**config.mk**
```make
export PLATFORM = sky130hd
export DESIGN_NAME = fifo_write_arbiter
export DESIGN_NICKNAME = d
export VERILOG_FILES = /design/src/rtl/fifo_write_arbiter_pkg.sv /design/src/rtl/fifo_write_arbiter_rr_pick.sv /design/src/rtl/fifo_write_arbiter.sv
export SDC_FILE = /design/constraint.sdc
export NUM_CORES = 1
export LEC_CHECK = 0
export ABC_AREA = 1
export BUFFER_PORTS_ARGS = -buffer_cell sky130_fd_sc_hd__buf_2
export CORE_ASPECT_RATIO = 1.5
export CORE_MARGIN = 1
export CORE_UTILIZATION = 47
export CTS_CLUSTER_SIZE = 28
export DETAILED_ROUTE_END_ITERATION = 12
export PLACE_DENSITY = 0.88
export SYNTH_ARGS = -nofsm -noshare
export SYNTH_HDL_FRONTEND = slang
export SYNTH_SLANG_ARGS = --single-unit
```
**constraint.sdc**
```tcl
create_clock -name clk -period 1.75 [get_ports clk]
set_input_delay 0.0875 -clock clk [delete_from_list [all_inputs] [get_ports clk]]
set_output_delay 0.0875 -clock clk [all_outputs]
set_load 0.01 [all_outputs]
```
**src/rtl/fifo_write_arbiter_pkg.sv**
```systemverilog
`default_nettype none
// ============================================================================
// Module      : fifo_write_arbiter_pkg
// Description : Shared FIFO-element definitions. Holds the arbiter state
//               encoding, the default burst timeout and a wrap helper.
// Revision    : 1.0 - initial release
// ============================================================================
package fifo_write_arbiter_pkg;

    // Two-state burst arbiter: no owner / owner locked
    typedef enum logic [0:0] {
        ST_IDLE  = 1'b0,
        ST_BURST = 1'b1
    } arb_state_e;

    // Default number of idle burst cycles tolerated before revoking a grant
    localparam int c_default_timeout = 15;

    // Idle counter width; covers the full legal timeout range 1..255
    localparam int c_idle_cnt_w = 8;

    // Next index after value, wrapping modulo modulus
    function automatic int wrap_inc(input int value, input int modulus);
        return (value + 1) % modulus;
    endfunction

endpackage
`default_nettype wire

```
**src/rtl/fifo_write_arbiter_rr_pick.sv**
```systemverilog
`default_nettype none
// ============================================================================
// Module      : rr_pick
// Description : Combinational round-robin select. Returns the first asserted
//               request at or after ptr, wrapping modulo N.
// Revision    : 1.0 - initial release
// ============================================================================
module rr_pick #(
    parameter int N  = 4,
    parameter int PW = $clog2(N)
) (
    input  logic [N-1:0]  req,
    input  logic [PW-1:0] ptr,
    output logic [PW-1:0] idx,
    output logic          any
);

    // Scan from the farthest offset down so the nearest request wins last
    always_comb begin
        logic [PW-1:0] k;
        idx = '0;
        any = 1'b0;
        k   = '0;
        for (int i = N - 1; i >= 0; i--) begin
            k = PW'((int'(ptr) + i) % N);
            if (req[k]) begin
                idx = k;
                any = 1'b1;
            end
        end
    end

endmodule
`default_nettype wire

```
**src/rtl/fifo_write_arbiter.sv**
```systemverilog
`default_nettype none
// ============================================================================
// Module      : fifo_write_arbiter
// Description : Burst-locking round-robin arbiter for N requesters sharing a
//               single FIFO write port, with idle-timeout grant revocation.
// Revision    : 1.0 - initial release
// ============================================================================
module fifo_write_arbiter
    import fifo_write_arbiter_pkg::*;
#(
    parameter int N       = 4,
    parameter int WIDTH   = 8,
    parameter int TIMEOUT = c_default_timeout
) (
    input  logic                 clk,
    input  logic                 rst_n,
    input  logic [N-1:0]         req,
    input  logic [N-1:0]         last,
    input  logic [N*WIDTH-1:0]   data,
    input  logic                 fifo_full,
    output logic [N-1:0]         ack,
    output logic                 fifo_wr,
    output logic [WIDTH-1:0]     fifo_data,
    output logic                 busy,
    output logic [$clog2(N)-1:0] owner,
    output logic                 abort
);

    localparam int PW = $clog2(N);

    arb_state_e              state_q, state_d;
    logic [PW-1:0]           owner_q, owner_d;
    logic [PW-1:0]           rr_ptr_q, rr_ptr_d;
    logic [c_idle_cnt_w-1:0] idle_cnt_q, idle_cnt_d;
    logic                    abort_q, abort_d;

    logic [PW-1:0]           w_pick_idx;
    logic                    w_pick_any;
    logic                    w_owner_req;
    logic                    w_owner_last;
    logic                    w_xfer;
    logic                    w_timeout;

    rr_pick #(
        .N  (N),
        .PW (PW)
    ) u_rr_pick (
        .req (req),
        .ptr (rr_ptr_q),
        .idx (w_pick_idx),
        .any (w_pick_any)
    );

    // Owner strobes, transfer qualifier and timeout detect
    always_comb begin
        w_owner_req  = req[owner_q];
        w_owner_last = last[owner_q];
        w_xfer       = (state_q == ST_BURST) && w_owner_req && !fifo_full;
        w_timeout    = (int'(idle_cnt_q) + 1) >= TIMEOUT;
    end

    // Route the owner's word and ack; only the owner can ever be acked
    always_comb begin
        ack       = '0;
        fifo_data = '0;
        for (int k = 0; k < N; k++) begin
            if (owner_q == PW'(k)) begin
                ack[k]    = w_xfer;
                fifo_data = data[k*WIDTH +: WIDTH];
            end
        end
    end

    assign fifo_wr = w_xfer;
    assign busy    = (state_q == ST_BURST);
    assign owner   = owner_q;
    assign abort   = abort_q;

    // Next-state logic: arbitrate in IDLE, track burst end / idle timeout in BURST
    always_comb begin
        state_d    = state_q;
        owner_d    = owner_q;
        rr_ptr_d   = rr_ptr_q;
        idle_cnt_d = idle_cnt_q;
        abort_d    = 1'b0;
        case (state_q)
            ST_IDLE: begin
                if (w_pick_any) begin
                    state_d    = ST_BURST;
                    owner_d    = w_pick_idx;
                    idle_cnt_d = '0;
                end
            end
            ST_BURST: begin
                if (w_xfer) begin
                    // A transfer always wins over a coincident timeout
                    idle_cnt_d = '0;
                    if (w_owner_last) begin
                        state_d  = ST_IDLE;
                        rr_ptr_d = PW'(wrap_inc(int'(owner_q), N));
                    end
                end else if (!w_owner_req) begin
                    // Owner has nothing to send; a full-FIFO stall is not idle time
                    if (w_timeout) begin
                        state_d    = ST_IDLE;
                        rr_ptr_d   = PW'(wrap_inc(int'(owner_q), N));
                        idle_cnt_d = '0;
                        abort_d    = 1'b1;
                    end else begin
                        idle_cnt_d = idle_cnt_q + 1'b1;
                    end
                end
            end
            default: state_d = ST_IDLE;
        endcase
    end

    // State register with asynchronous active-low clear
    always_ff @(posedge clk or negedge rst_n) begin
        if (!rst_n) begin
            state_q    <= ST_IDLE;
            owner_q    <= '0;
            rr_ptr_q   <= '0;
            idle_cnt_q <= '0;
            abort_q    <= 1'b0;
        end else begin
            state_q    <= state_d;
            owner_q    <= owner_d;
            rr_ptr_q   <= rr_ptr_d;
            idle_cnt_q <= idle_cnt_d;
            abort_q    <= abort_d;
        end
    end

endmodule
`default_nettype wire

```
==> impl_metrics.yaml <==
detailed_routing:
  vias_per_cell: 5.20
  vias: 1603
  drt_pass1_iterations: 4
  ant_nets: 0
  routed_wl_um: 3840
  wl_per_cell_um: 12.5
  drc_errors: 0
  drtIter0Drc: 45
synthesis:
  async_flop_share: 1.00
  yosysMostFrequentCell: "nand2_1"
  synth_mux_area_frac: 0
  synth_nets: 248
  netlist_area_um2: 1290
  synth_commonest_cells: "nand2_1, nor2_1, inv_1"
  ys.warnings.count: 0
  synth_fa_ha_area_frac: 0.0581
  synth_compound_area_frac: 0.193
  ys.flop_type: "dfrtp_1"
  synth_xor_area_frac: 0.00678
  yosys.area_share.simple: 0.368
  synth_cell_types: 26
  syn_inst: 199
  yosysSeqAreaShare: 0.271
  synth_top_family_by_area: "simple AND/OR/NAND/NOR gates"
  synth.avg_cell_area_um2: 6.49
  synth_edf_count: 0
  synth_area_leaders: "dfrtp_1, nand2_1, nor2_1"
  ys_ff_latch: 14
  synth_top_cell_by_area: "dfrtp_1"
  yosysTopAreaCellShare: 0.271
global_routing:
  first_global_vias: 1330
  antenna_found_initial: 0
  grt-ovfl-total: 0
  grt_pass1_wl_um: 5170
  track_usage: 0.234
  grt_max_degree: 18
finish:
  drive_gt1_frac: 0.449
  final_area_um2: 1920
  nFillCells: 186
  final_util: 0.757
  nNetsFinal: 322
  n_antenna_cell: 0
  area_growth_pct: 48.4
timing:
  relSlewSlack: 0.774
  min_period_ns: 1.79
  fmax_mhz: 560
  finalSetupTns_ns: -0.0874
  min_period_over_period: 1.02
  fin_ws_ns: -0.0361
  worst_pin_slew_ns: 0.335
  setup_viol: 6
  maxSlewViolCount: 0
  final.setup_skew_ns: 0.000559
  hold_viol_final: 0
  rsz0062_at_grt: "true"
placed_design:
  io_buffers: 59
  place_ws_ns: 0.114
  dpl.hpwl_um: 2590
  place_congestion: 0.824
  post_dp_cell_area_um2: 1650
worst_setup_path:
  cpPeakStageDelay_ns: 0.40
  crit_slowest_cell: "dfrtp_1"
  cp.arrival_ns: 1.70
  worstPathCellList: "inv_2, buf_4, ha_4, clkinv_2, nor2_1, o31ai_1, buf_2"
  worstPathRequired_ns: 1.66
  worstSetupEndpointType: "output port"
  rrSetupSlack_ns: 0.03
  crit_fanout: 9
  reg2reg_depth: 10
  crit_type: "reg2out"
  cp-start-kind: "flop"
die:
  die_area_um2: 2970
  core_area_um2: 2530
  ios: 60
  die_h_um: 66.2
  die_w_um: 44.8
  row_count: 22
  floorplan.initialDensity: 0.510
status:
  status: "complete, but fails checks"
  violations: "setup timing"
min_path:
  whs_path_depth: 4
  hp-class: "in2reg"
clock_network:
  clockBufferDepth: 2
  root_buffer: "clkbuf_4"
  clkTransAtPathRegs_ns: 0.08
  cts_buffers: 3
  tritoncts: "done"
  htree_levels: 1
  clk_latency_ns: 0.28
  numClockSinks: 14
power:
  p_leak_nw: 0.980
  cellPowerDensity_nw_per_um2: 1590
  vdd_drop_max_mv: 1.02
job:
  maxCapViolCount: 0
==> metrics by stage <==
step | cells | hold WS [ns] | total power [mW]
2_1_floorplan | 199 | -0.208 | 1.72
5_1_grt | 308 | 0.197 | 3.28
3_3_place_gp | 294 | -0.00665 | 2.24
3_5_place_dp | 294 | -0.00346 | 2.26
6_report | 308 | 0.171 | 3.04
4_1_cts | 304 | 0.164 | 2.79
==> layout make-up <==
type / instances / area, µm² / area share
Sequential cell: 14 / 352 / 0.183
Clock buffer: 4 / 36.3 / 0.0189
Multi-Input combinational cell: 151 / 942 / 0.492
Timing Repair Buffer: 74 / 429 / 0.224
Tap cell: 36 / 45.0 / 0.0235
Inverter: 29 / 113 / 0.0587
==> critical path, delay by kind of cell, from the launching register on <==
kind	cells	cell delay [ns]
fa+ha+maj	1	0.17
flops	1	0.40
simple gates	1	0.07
buf+inv	4	0.52
compound gates	1	0.26
==> flip-flops by register name (all words and copies together), names as in the netlist <==
name and flops:
owner 2, abort 1, busy 1, idle_cnt_q 8
rr_ptr_q 2
==> cell families after synthesis <==
| group | after synthesis |
|---|---|
| compound gates | 38 |
| buf+inv | 34 |
| fa+ha+maj | 6 |
| simple gates | 106 |
| flops | 14 |
| xor+xnor | 1 |
==> cell usage in the layout, fill, tap and decap left out, types with 2 or more instances in the layout <==
master    instances
ha_4              3
nand3_1          11
o31ai_1           7
nand2_2           8
buf_4            10
nor2_1           30
o21ai_2           2
inv_2             5
nor2_4            3
ha_2              3
dfrtp_1          13
o21ai_0           7
a221oi_2          8
o21ai_1           5
nor2_2            4
o22ai_2           2
inv_1            22
nand4_1           3
nand2_1          45
buf_2            59
buf_6             3
clkbuf_4          3
a21oi_1           2
==> power by group <==
group	leakage, nW	switching [mW]	internal, mW
clock network	0.0210	0.107	0.127
registers	0.180	0.136	0.414
logic	0.779	1.26	0.990
==> metal layers <==
metal	global-route usage	part of all wire	routed length (µm)
met4	0.117	0.025	95
met3	0.0301	0.071	273
met5	0	0	0
met1	0.236	0.39	1480
met2	0.445	0.52	1990
==> final timing paths <==
| path | startpoint | to |
|---|---|---|
| max | owner[0] | fifo_data[3] |
| min | req[0] | owner[1] |
| max reg2reg | idle_cnt_q[0] | idle_cnt_q[0] |
| min reg2reg | idle_cnt_q[6] | idle_cnt_q[6] |
| max in group asynchronous | rst_n | idle_cnt_q[1] |
| min in group asynchronous | rst_n | idle_cnt_q[2] |
==> repair_timing <==
item,4_1_cts,5_1_grt
setup endpoints to repair,8,19
hold buffers,1,0
endpoints found under the hold margin,14,0
buffers inserted,5,4
resized for setup,20,16
pin swaps,4,8
Power figures use the tool's default switching activity.
